==> src/rtl/alu_serial.sv <==
// Multi-cycle N-bit ALU: a DIGIT-wide slice datapath walks the operands LSB first.
// R and flags update only when the last digit retires; SLT bit 0 is resolved at that point.
module alu_serial #(
   parameter int unsigned WIDTH = 32,
   parameter int unsigned DIGIT = 1
) (
   input  logic             clk,
   input  logic             rst,
   input  logic             start,
   input  logic [WIDTH-1:0] A,
   input  logic [WIDTH-1:0] B,
   input  logic             Ainv,
   input  logic             Binv,
   input  logic [1:0]       Op,
   output logic             busy,
   output logic             done,
   output logic [WIDTH-1:0] R,
   output logic             Zero,
   output logic             Cout,
   output logic             Overflow,
   output logic             Set
);

   localparam int unsigned N = WIDTH / DIGIT;
   localparam int unsigned CntW = (N > 1) ? $clog2(N) : 1;
   localparam logic [CntW-1:0] LastCnt = CntW'(N - 1);

   typedef enum logic [1:0] {StIdle, StRun, StDone} state_e;

   state_e state_q, state_d;
   logic   load, step, last;

   logic [WIDTH-1:0] a_q, b_q, r_sh_q;
   logic             ainv_q, binv_q, carry_q;
   logic [1:0]       op_q;
   logic [CntW-1:0]  cnt_q;

   logic [WIDTH-1:0] r_q;
   logic             zero_q, cout_q, ovf_q, set_q;

   logic [DIGIT-1:0]       digit_r;
   logic                   c, ap, bp, s;
   logic                   carry_nx, cin_msb, sum_msb;
   logic                   ovf_d, set_d;
   logic [WIDTH+DIGIT-1:0] r_cat;
   logic [WIDTH-1:0]       r_shifted, r_final;

   assign last = (cnt_q == LastCnt);

   always_ff @(posedge clk or posedge rst) begin
      if (rst) begin
         state_q <= StIdle;
      end else begin
         state_q <= state_d;
      end
   end

   // DONE accepts start exactly like IDLE so operations can run back to back.
   always_comb begin
      state_d = state_q;
      load    = 1'b0;
      step    = 1'b0;
      case (state_q)
         StIdle: begin
            if (start) begin
               load    = 1'b1;
               state_d = StRun;
            end
         end
         StRun: begin
            step = 1'b1;
            if (last) begin
               state_d = StDone;
            end
         end
         StDone: begin
            if (start) begin
               load    = 1'b1;
               state_d = StRun;
            end else begin
               state_d = StIdle;
            end
         end
         default: state_d = StIdle;
      endcase
   end

   // One digit of slices; the adder chain runs for every Op so the flags are always valid.
   always_comb begin
      c       = carry_q;
      digit_r = '0;
      cin_msb = 1'b0;
      sum_msb = 1'b0;
      ap      = 1'b0;
      bp      = 1'b0;
      s       = 1'b0;
      for (int i = 0; i < DIGIT; i++) begin
         ap      = a_q[i] ^ ainv_q;
         bp      = b_q[i] ^ binv_q;
         s       = ap ^ bp ^ c;
         cin_msb = c;
         sum_msb = s;
         c       = (ap & bp) | (c & (ap | bp));
         case (op_q)
            2'b00:   digit_r[i] = ap & bp;
            2'b01:   digit_r[i] = ap | bp;
            default: digit_r[i] = s;
         endcase
      end
      carry_nx = c;
   end

   always_comb begin
      ovf_d     = cin_msb ^ carry_nx;
      set_d     = sum_msb ^ ovf_d;
      r_cat     = {digit_r, r_sh_q} >> DIGIT;
      r_shifted = r_cat[WIDTH-1:0];
      if (op_q == 2'b11) begin
         r_final = {{(WIDTH-1){1'b0}}, set_d};
      end else begin
         r_final = r_shifted;
      end
   end

   always_ff @(posedge clk or posedge rst) begin
      if (rst) begin
         a_q     <= '0;
         b_q     <= '0;
         r_sh_q  <= '0;
         ainv_q  <= 1'b0;
         binv_q  <= 1'b0;
         op_q    <= 2'b00;
         carry_q <= 1'b0;
         cnt_q   <= '0;
         r_q     <= '0;
         zero_q  <= 1'b0;
         cout_q  <= 1'b0;
         ovf_q   <= 1'b0;
         set_q   <= 1'b0;
      end else if (load) begin
         a_q     <= A;
         b_q     <= B;
         r_sh_q  <= '0;
         ainv_q  <= Ainv;
         binv_q  <= Binv;
         op_q    <= Op;
         carry_q <= Binv;
         cnt_q   <= '0;
      end else if (step) begin
         a_q     <= a_q >> DIGIT;
         b_q     <= b_q >> DIGIT;
         r_sh_q  <= r_shifted;
         carry_q <= carry_nx;
         cnt_q   <= cnt_q + 1'b1;
         if (last) begin
            r_q    <= r_final;
            zero_q <= ~|r_final;
            cout_q <= carry_nx;
            ovf_q  <= ovf_d;
            set_q  <= set_d;
         end
      end
   end

   assign busy     = (state_q == StRun);
   assign done     = (state_q == StDone);
   assign R        = r_q;
   assign Zero     = zero_q;
   assign Cout     = cout_q;
   assign Overflow = ovf_q;
   assign Set      = set_q;

endmodule
==> config.mk <==
export PLATFORM = sky130hd
export DESIGN_NAME = alu_serial
export DESIGN_NICKNAME = d
export VERILOG_FILES = /design/src/rtl/alu_serial.sv
export SDC_FILE = /design/constraint.sdc
export NUM_CORES = 1
export LEC_CHECK = 0
export BUFFER_PORTS_ARGS = -buffer_cell sky130_fd_sc_hd__buf_2
export CAP_MARGIN = 20
export CELL_PAD_IN_SITES_DETAIL_PLACEMENT = 2
export CELL_PAD_IN_SITES_GLOBAL_PLACEMENT = 2
export CORE_MARGIN = 2
export CORE_UTILIZATION = 38
export DETAILED_ROUTE_END_ITERATION = 16
export GPL_TIMING_DRIVEN = 1
export PLACE_DENSITY_LB_ADDON = 0.1
export SYNTH_ARGS = -nofsm -noshare
export SYNTH_HDL_FRONTEND = slang
export SYNTH_SLANG_ARGS = --single-unit
export TNS_END_PERCENT = 20
==> constraint.sdc <==
create_clock -name clk -period 8.8 [get_ports clk]
set_input_delay 0 -clock clk [delete_from_list [all_inputs] [get_ports clk]]
set_output_delay 0 -clock clk [all_outputs]
set_load 0.01 [all_outputs]
==> results of run 1 <==
-- cells in the mapped netlist, types with 5 or more instances --
| cell | count |
|---|---|
| nand2_1 | 205 |
| o21ai_1 | 5 |
| nor4_1 | 7 |
| a22o_1 | 34 |
| clkbuf_1 | 14 |
| dfrtp_1 | 143 |
| inv_1 | 5 |
| buf_2 | 14 |
| a22oi_1 | 62 |
| nor2_1 | 7 |
| buf_4 | 6 |
| o21ai_0 | 36 |
-- area by class of cell --
type / instances / area share, %
Inverter: 6 / 0.4145
Multi-Input combinational cell: 384 / 26.63
Antenna cell: 1 / 0.03189
Clock inverter: 10 / 1.706
Clock buffer: 22 / 6.170
Timing Repair Buffer: 182 / 16.45
Tap cell: 188 / 2.997
Sequential cell: 143 / 45.60
-- layer usage --
metal | global-route usage, % | share of wire (%) | vias to the layer above
met5 | 0 | 0 | -
met1 | 28.24 | 42 | 2537
met2 | 43.12 | 54 | 91
li1 | - | - | 2301
met3 | 3.867 | 2.3 | 17
met4 | 7.673 | 1.5 | 0
-- worst register-to-register path, stage by stage, from the launching register on --
cell	delay, ns
dfrtp_1	0.46
nand2b_4	0.16
inv_6	0.24
nor2_8	0.70
buf_4	0.62
nand2_1	0.19
nand2_1	0.13
-- metrics by stage --
step	worst slack (ns)	utilization (%)	cell area (sq um)	hold WS [ns]	power (W)
after floorplan	4.962	-	5893	0.1054	0.001668
after global placement	6.381	42.75	6499	0.1370	0.001850
after detailed placement	6.261	42.75	6499	0.1414	0.001924
after CTS	6.248	51.42	7818	0.2395	0.002733
after global routing	6.039	51.60	7845	0.2620	0.002936
final	6.241	51.62	7848	0.2144	0.002751
-- worst max-delay path by stage --
stage	endpoint	slack, ns	cells past startpoint
floorplan	Cout$_DFFE_PP0P_	4.96	1
global placement	Zero$_DFFE_PP0P_	6.38	5
detailed placement	Zero$_DFFE_PP0P_	6.26	5
CTS	Zero$_DFFE_PP0P_	6.25	5
finish	b_q[2]$_DFFE_PP0P_	6.24	6
global route	cnt_q[2]$_DFFE_PP0P_	6.04	6
-- power breakdown --
group          switching (W)  internal, W
combinational       0.000515     0.000352
sequential          0.000208     0.000913
clock               0.000288     0.000475
total                0.00101      0.00174
-- cells by family after synthesis --
logic type / Yosys count
AOI/OAI and AO/OA: 143
xor gates and xnor gates: 3
adders and majority gates: 6
buffers and inverters: 44
DFF: 143
muxes: 1
and+or+nand+nor: 231
-- what timing repair did --
| action | 4_1_cts | 5_1_grt |
|---|---|---|
| setup buffers | 0 | 0 |
| endpoints found under the hold margin | 135 | 0 |
| hold buffers | 70 | 0 |
-- registers in the layout, indices dropped and copies added (netlist names) --
| name | flops |
|---|---|
| carry_q | 1 |
| r_sh_q | 31 |
| binv_q | 1 |
| Overflow | 1 |
| b_q | 32 |
| Set | 1 |
| Zero | 1 |
| Cout | 1 |
| cnt_q | 5 |
| state_q | 2 |
| a_q | 32 |
| R | 32 |
| ainv_q | 1 |
| op_q | 2 |
-- layout by cell type (no fill, tap or decap), drive strengths merged, types with 3 or more instances in the layout --
cell type    synthesis  layout
clkbuf              14      22
o21ai               41      41
dfrtp              143     143
nor4                 7       7
bufinv               0       3
clkinv               0       5
nand4                3       3
buf                 24     112
a22o                34      34
nand2              206     206
ha                   4       4
dlygate4sd3          0      70
nor2                 8       8
inv                  6       6
a22oi               62      62
==> summary.md, run 1 <==
| Metric | Value |
|---|---|
| Final setup violation count | `0` |
| Critical path arrival | `2.91 ns` |
| Placer Congestion | `~0.73` |
| Maximum vdd drop | `around 0.00016 V` |
| Sequential element share of the synthesized area | `60.72%` |
| Setup TNS | `0 ns` |
| FF+latch count, synth | `approximately 140` |
| RSZ-0062 raised after global routing | `false` |
| # rows | `45` |
| Fin cells | `936` |
| CTS H-tree depth | `4` |
| Ys Warns | `0` |
| Slew headroom | `34.15%` |
| DR iter-0 viols | `230` |
| Storage cell area | `0.003578 sq mm` |
| Worst min-delay path class | `input port to asynchronous set/reset pin` |
| Internal reg-to-reg setup slack | `6.24 ns` |
| CORE AREA | `0.01520 sq mm` |
| Total CTS buffers | `17` |
| Synth Area in Adders | `1.529%` |
| TritonCTS clock tree | `done` |
| Synth area leader | `dfrtp_1` |
| FF-to-FF End | `b_q[2]$_DFFE_PP0P_` |
| First-pass DRT Iterations | `6` |
| Share of cells above drive strength 1 | `20.08%` |
| DRC viols | `0` |
| FMAX | `~390 MHz` |
| Post-cts repair resize count | `0` |
| Synthesis-to-finish area growth | `33.16%` |
| Period utilisation layout | `29.08%` |
| Hold Fails Final Rpt | `0` |
| Fillers | `between 1500 and 2000` |
| Die Y | `approximately 130 um` |
| Port bufs | `108` |
| Multi-input logic area | `0.002090 sq mm` |
| Io pins | `109` |
| Final ANT Viol Nets | `0` |
| Pleak | `3.892 nW` |
| CP endpoint kind | `flip-flop` |
| Clock Sinks | `143` |
| PwrDens | `around 350 mW/mm^2` |
| Placed cells | `832` |
| Vias in the first global route | `5564` |
| Post-layout net count | `811` |
| CTS clk-pin slew, worst paths | `about 0.060 ns` |
| Mapped Area | `0.005893 sq mm` |
| Wire per inst | `19.79 um` |
| Worst Max-Slew Pin Slew | `0.9878 ns` |
| Initial core utilization | `roughly 39%` |
| Worst-path cell chain | `nand2b_4 -> inv_6 -> nor2_8 -> buf_4 -> nand2_1 -> nand2_1` |
| Post-synth EDFFs | `0` |
| Ys flop type | `dfrtp_1` |
| Mapped Cells | `571` |
| Clock Tree Root | `clkbuf_16` |
| Reg2reg start | `state_q[0]$_DFFE_PP0P_` |
| Vias post-DR | `~5000` |
| Crit path launch | `state_q[0]$_DFFE_PP0P_` |
| Initial antenna violation count | `0` |
| CTS Buffer Depth | `2` |
| Synth top area share | `about 61%` |
| Synth unique cells | `32` |
| Crit path max-delay family | `simple AND/OR/NAND/NOR gates` |
| Detailed placement HPWL | `just under 10000 um` |
| Crit-path max FO | `99` |
| Post-Syn Area per Cell | `10.32 sq um` |
| Status | `completed` |
| Critical path buffers and inverters | `2` |
| Worst R2R Path Depth | `6` |
| First-pass GRT wire length | `29960 um` |
| Fin crit period | `approximately 2.6 ns` |
| MaxCap Viol Count | `0` |
| Largest family of logic cells by synthesized area | `compound AO/OA/AOI/OAI gates` |
| CP peak stage delay | `0.65 ns` |
| Max-slew violation count | `0` |
| Post-synthesis compound-gate area fraction | `17.15%` |
| Die ar. | `between 0.015 and 0.02 sq mm` |
| GR Util All Layers | `23.53%` |
| Routed vias/inst | `5.284` |
| CP most frequent cell | `nand2_1` |
| Share of flip-flops with an asynchronous set or reset | `100.0%` |
| Mux cell area share after synthesis | `0.2548%` |
| Slowest-stage cell, CP | `nor2_8` |
| Synth area leaders | `dfrtp_1 61%, nand2_1 13%, a22oi_1 7.9%` |
| WP data required | `9.15 ns` |
| Crit start category | `flip-flop` |
| Overflow left after global routing | `0` |
| Post-Route WL | `18530 um` |
| Die Wd | `128.5 um` |
| Pin count of the biggest net entering global routing | `100` |
| Worst setup path category | `flip-flop to flip-flop` |
| Synth Area in XOR/XNOR | `0.4459%` |
| Post-Syn Nets | `648` |
| Synth Area in Simple Gates | `15.94%` |
| Worst skew pair latency | `0.42 ns` |
| Layout Skew | `approximately 0.010 ns` |
Power figures use the tool's default switching activity.
==> run 2: changes to the inputs <==
- CORE_UTILIZATION: 38 -> 35
- clock period: 8.8 -> 2.55 ns (I/O delays scaled with it)
==> run 2 against run 1 <==
Power grew to 3.5 times the previous value. Cell area grew 1.9%. Clock-buffer cell count shrank 4. Global-route usage shrank 2.6 points. First-iteration DRC count grew 5.7%. Critical path depth is the same. Utilization shrank 3.2 points. Sequential share of layout area shrank 0.86 points. Hold slack gained 0.043 ns. Combinational power grew to 3.5 times the previous value. Worst setup slack lost 5.8 ns.
==> summary.md, run 2 (synthesis results as in run 1) <==
| Metric | Value |
|---|---|
| MaxCap Viol Count | `0` |
| Final Core Density | `48.40%` |
| Crit-path max FO | `3` |
| Fin crit period | `2.151 ns` |
| Placer Congestion | `0.7105` |
| Final setup violation count | `0` |
| Port bufs | `108` |
| FMAX | `464.9 MHz` |
| CTS Buffer Depth | `2` |
| Slew headroom | `48.92%` |
| GR Util All Layers | `a little over a fifth` |
| CP peak stage delay | `0.45 ns` |
| Max-slew violation count | `0` |
| CORE AREA | `0.01652 sq mm` |
| WP data required | `2.91 ns` |
| TritonCTS clock tree | `done` |
| Reg2reg start | `ainv_q$_DFFE_PP0P_` |
| PwrDens | `1195 mW/mm^2` |
| Fillers | `1721` |
| Status | `completed` |
| Pin count of the biggest net entering global routing | `47` |
| First-pass DRT Iterations | `4` |
| CTS clk-pin slew, worst paths | `0.06 ns` |
| Critical path arrival | `2.51 ns` |
| Detailed placement HPWL | `10440 um` |
| Diode count | `0` |
| DRC viols | `0` |
| Worst Max-Slew Pin Slew | `0.7647 ns` |
| Slowest-stage cell, CP | `fa_1` |
| Die Y | `133.8 um` |
| Pleak | `between 3 and 4 nW` |
| Layout Skew | `about 0.010 ns` |
| Post-Route WL | `17590 um` |
| Post-layout net count | `a little over 800` |
| Initial core utilization | `a little over a third` |
| M1 WL | `around 7500 um` |
| Commonest non-fill, non-tap cell in the layout | `nand2_1` |
| Vias post-DR | `4920` |
| Worst-path cell chain | `xnor2_1 -> inv_1 -> fa_1 -> and3_1 -> a211oi_1 -> a32o_1` |
| Hold Fails Final Rpt | `0` |
| Crit path max-delay family | `compound AO/OA/AOI/OAI gates` |
| CTS H-tree depth | `4` |
| Routed vias/inst | `5.046` |
| Die ar. | `0.01789 sq mm` |
| Initial antenna violation count | `0` |
| Share of cells above drive strength 1 | `21.06%` |
| Met3 wire len | `563 um` |
| Io pins | `between 100 and 150` |
| Clock Sinks | `143` |
| RSZ-0062 raised after global routing | `false` |
| Die Wd | `between 100 and 150 um` |
| Total CTS buffers | `17` |
| Met2 WL | `~9300 um` |
| First-pass GRT wire length | `29240 um` |
| Worst min-delay path class | `input port to asynchronous set/reset pin` |
| Period utilisation layout | `a little over four fifths` |
| Crit start category | `flip-flop` |
| Overflow left after global routing | `0` |
| Synthesis-to-finish area growth | `35.71%` |
| # rows | `47` |
| Maximum vdd drop | `0.0005803 V` |
| CP endpoint kind | `flip-flop` |
| Wire per inst | `18.04 um` |
| Top Layer Used | `met4` |
| Critical path buffers and inverters | `1` |
| Setup TNS | `0 ns` |
| Final ANT Viol Nets | `0` |
| Worst setup path category | `flip-flop to flip-flop` |
| Post-CTS Setup Inserts | `0` |
| Crit path launch | `ainv_q$_DFFE_PP0P_` |
| Vias in the first global route | `5540` |
| Most frequent cells in the layout | `205 x nand2_1, 143 x dfrtp_1, 108 x buf_2, 70 x dlygate4sd3_1, 62 x a22oi_1` |
| DR iter-0 viols | `243` |
| Storage cell area | `between 0.003 and 0.004 sq mm` |
| Worst skew pair latency | `between 0.4 and 0.5 ns` |
| Clock Tree Root | `clkbuf_16` |
| Multi-input logic area | `0.002090 sq mm` |
## run 2: cell types whose count changed in the layout (fill, tap and decap cells not counted)
cell,previous run,this run
bufinv_16,3,4
diode_2,1,0
clkbuf_8,4,1
clkinv_2,4,3
clkinvlp_4,2,6
clkbuf_1,1,0
buf_16,1,0
buf_12,0,5
buf_4,3,7
## run 2: power breakdown
part	leakage, nW	internal (W)	switching [W]	total, W
logic	1.81	0.00127	0.00176	0.00303
registers	1.82	0.00315	0.000701	0.00385
clock network	0.294	0.00166	0.00102	0.00268
## run 2: repair_timing
item,in CTS,in global routing
hold buffers,70,0
hold endpoints to repair,97,0
gates resized for setup,0,0
## run 2: layout make-up
| type | count | share of cell area [%] |
|---|---|---|
| Clock buffer | 18 | 5.491 |
| Clock inverter | 14 | 2.378 |
| Inverter | 6 | 0.3911 |
| Multi-Input combinational cell | 384 | 26.13 |
| Sequential cell | 143 | 44.74 |
| Tap cell | 220 | 3.442 |
| Timing Repair Buffer | 190 | 17.43 |
## run 2: tightest hold or removal path: cells and delay by family
family,cells,cell delay (ns)
buf+inv,3,1.16
## run 2: metrics by stage
stage / total power (W) / std cells / setup slack [ns] / instance area (sq um) / hold slack (ns)
after floorplan: 0.005756 / 571 / 0.6917 / 5897 / 0.1054
after global placement: 0.006486 / 873 / 0.5684 / 6668 / 0.1614
after detailed placement: 0.006743 / 873 / 0.4666 / 6668 / 0.1789
after CTS: 0.009585 / 975 / 0.3759 / 7998 / 0.2784
after global routing: 0.01023 / 975 / 0.1792 / 7998 / 0.3118
final: 0.009560 / 975 / 0.3992 / 7998 / 0.2574
## run 2: final timing paths
path,to,depth (start not counted),slack (ns)
worst max-delay path,Zero$_DFFE_PP0P_,6,0.40
worst min-delay path,R[6]$_DFFE_PP0P_,3,0.26
worst max register to register,Zero$_DFFE_PP0P_,6,0.40
worst min register to register,R[3]$_DFFE_PP0P_,2,0.47
max in group asynchronous,a_q[7]$_DFFE_PP0P_,4,1.60
min in group clk,op_q[1]$_DFFE_PP0P_,4,0.31
## run 2: routing by layer
layer	up-vias	global-route usage, %
met5	-	0
met4	0	5.496
met3	19	4.795
met2	89	37.44
met1	2498	25.28
li1	2314	-
==> run 3: changes to the inputs <==
- CORE_UTILIZATION: 35 -> 31
- clock period: 2.55 -> 1.8 ns (I/O delays scaled with it)
==> run 3 against run 2 <==
The run now ends with negative setup slack left. Clock skew rose by 0.0013 ns. Via count is 1.4% higher. Sequential share of layout area down 0.61 points. Sequential cell count unchanged. Cell count grew 2.5%. Clock-buffer cell count rose by 1. Sequential power is 41% higher. Utilization is 5.1 points lower. Critical endpoint unchanged.
==> summary.md, run 3 (synthesis results as in run 1) <==
| Metric | Value |
|---|---|
| Vias in the first global route | `5622` |
| GR Util All Layers | `17.95%` |
| Status | `finished with violations` |
| Reg2reg start | `a_q[0]$_DFFE_PP0P_` |
| Final ANT Viol Nets | `0` |
| CTS H-tree depth | `4` |
| Critical path buffers and inverters | `1` |
| Slowest-stage cell, CP | `fa_1` |
| DR iter-0 viols | `206` |
| Grt met2 use | `a little under a third` |
| Initial core utilization | `between 30% and 40%` |
| Die Wd | `approximately 140 um` |
| Wire per inst | `16.76 um` |
| Met3 global-route usage | `4.117%` |
| Overflow left after global routing | `0` |
| Max-slew violation count | `0` |
| Post-Route WL | `approximately 17000 um` |
| Crit path max-delay family | `adder cells` |
| Pleak | `3.990 nW` |
| Critical path arrival | `2.11 ns` |
| Layout Skew | `0.01174 ns` |
| Final setup violation count | `1` |
| Synthesis-to-finish area growth | `37.58%` |
| Crit-path max FO | `2` |
| Most frequent cells in the layout | `205 x nand2_1, 143 x dfrtp_1, 108 x buf_2, 69 x dlygate4sd3_1, 62 x a22oi_1` |
| CORE AREA | `about 0.019 sq mm` |
| PwrDens | `approximately 1600 mW/mm^2` |
| Final Cell Area | `0.008108 sq mm` |
| Crit path launch | `a_q[0]$_DFFE_PP0P_` |
| Final Core Density | `43.34%` |
| Placed Area | `just under 0.007 sq mm` |
| Port bufs | `108` |
| First-pass DRT Iterations | `4` |
| Internal reg-to-reg setup slack | `-0.005 ns` |
| Routed vias/inst | `4.996` |
| GR met1 Demand/Resource | `22.35%` |
| Clock Tree Root | `clkbuf_16` |
| Hold Path Sink | `state_q[0]$_DFFE_PP0P_` |
| FMAX | `553.9 MHz` |
| Commonest non-fill, non-tap cell in the layout | `nand2_1` |
| First-pass GRT wire length | `28590 um` |
| Worst Max-Slew Pin Slew | `0.5466 ns` |
| CP endpoint kind | `flip-flop` |
| FF-to-FF End | `Zero$_DFFE_PP0P_` |
| CTS Buffer Depth | `2` |
| Worst setup path category | `flip-flop to flip-flop` |
| Worst R2R Path Depth | `6` |
| Worst min-delay path class | `input port to flip-flop` |
| Crit start category | `flip-flop` |
| Failing checks | `negative setup slack` |
| Share of cells above drive strength 1 | `between 20% and 30%` |
| Io pins | `109` |
| Detailed placement HPWL | `~11000 um` |
| WP data required | `between 2 and 2.5 ns` |
| Final total power | `0.01332 W` |
| RSZ-0062 raised after global routing | `true` |
| Worst-path cell chain | `xnor2_2 -> buf_4 -> fa_1 -> a211oi_2 -> a21oi_1 -> a32o_1` |
| TritonCTS clock tree | `done` |
| Clock Sinks | `about 140` |
| Initial antenna violation count | `1` |
| Setup TNS | `-0.005329 ns` |
| Pin count of the biggest net entering global routing | `59` |
| CP peak stage delay | `0.49 ns` |
| Min-delay src | `start` |
| Setup WS post-layout | `-0.005329 ns` |
| Period utilisation layout | `100.3%` |
| MaxCap Viol Count | `0` |
| CTS clk-pin slew, worst paths | `0.06 ns` |
| Worst Hold Depth | `3` |
| Maximum vdd drop | `approximately 0.0008 V` |
| Hold Fails Final Rpt | `0` |
| Slew headroom | `63.48%` |
| Pre-CTS WS | `-0.1727 ns` |
| Placer Congestion | `0.7264` |
| Fillers | `1997` |
| Total CTS buffers | `17` |
| Post-layout net count | `829` |
| Die Y | `approximately 140 um` |
| Fin crit period | `1.805 ns` |
| # rows | `50` |
| Diode count | `0` |
| Vias post-DR | `4991` |
| DRC viols | `0` |
| Worst skew pair latency | `0.42 ns` |
| Layer with the highest usage | `met2` |
| Die ar. | `between 0.02 and 0.025 sq mm` |
run 3: how the worst max path moves through the flow:
| stage | depth (start not counted) | to |
|---|---|---|
| finish | 6 | Zero$_DFFE_PP0P_ |
| global route | 6 | Zero$_DFFE_PP0P_ |
| CTS | 6 | Zero$_DFFE_PP0P_ |
| detailed placement | 6 | Zero$_DFFE_PP0P_ |
| global placement | 6 | Zero$_DFFE_PP0P_ |
| floorplan | 6 | Zero$_DFFE_PP0P_ |
run 3: metrics by stage:
stage | hold slack [ns] | std cells
global route | 0.05205 | 999
detailed placement | 0.07727 | 896
floorplan | 0.1054 | 571
finish | 0.02328 | 999
global placement | 0.08042 | 896
CTS | 0.02327 | 998
run 3: cell type report:
type	count	area, sq um	share of cell area [%]
Clock buffer	19	452.9	5.586
Clock inverter	13	112.6	1.389
Inverter	6	31.28	0.3858
Multi-Input combinational cell	384	2107	25.99
Sequential cell	143	3578	44.14
Tap cell	234	292.8	3.611
Timing Repair Buffer	200	1533	18.90
run 3: power by group:
group / switching [W] / internal [W] / leakage [nW]
clock network: 0.00140 / 0.00197 / 0.275
logic: 0.00247 / 0.00207 / 1.89
registers: 0.000948 / 0.00446 / 1.82
run 3: timing repair:
item / 4_1_cts / 5_1_grt
pin swaps: 4 / 3
setup endpoints to repair: 3 / 5
endpoints found under the hold margin: 98 / 0
setup buffers: 1 / 1
gates cloned: 0 / 0
hold buffers: 69 / 0
resized for setup: 3 / 1
run 3: per-layer routing:
layer | vias to the layer above | routed length, um | share of wire, %
met5 | - | 13 | 0.078
met4 | 2 | 269 | 1.6
met3 | 20 | 460 | 2.7
met2 | 80 | 8608 | 51
met1 | 2558 | 7394 | 44
li1 | 2331 | - | -
run 3: tightest hold or removal path: stages:
cell,delay (ns)
buf_2,0.09
nand2b_1,0.17
o21ai_0,0.13
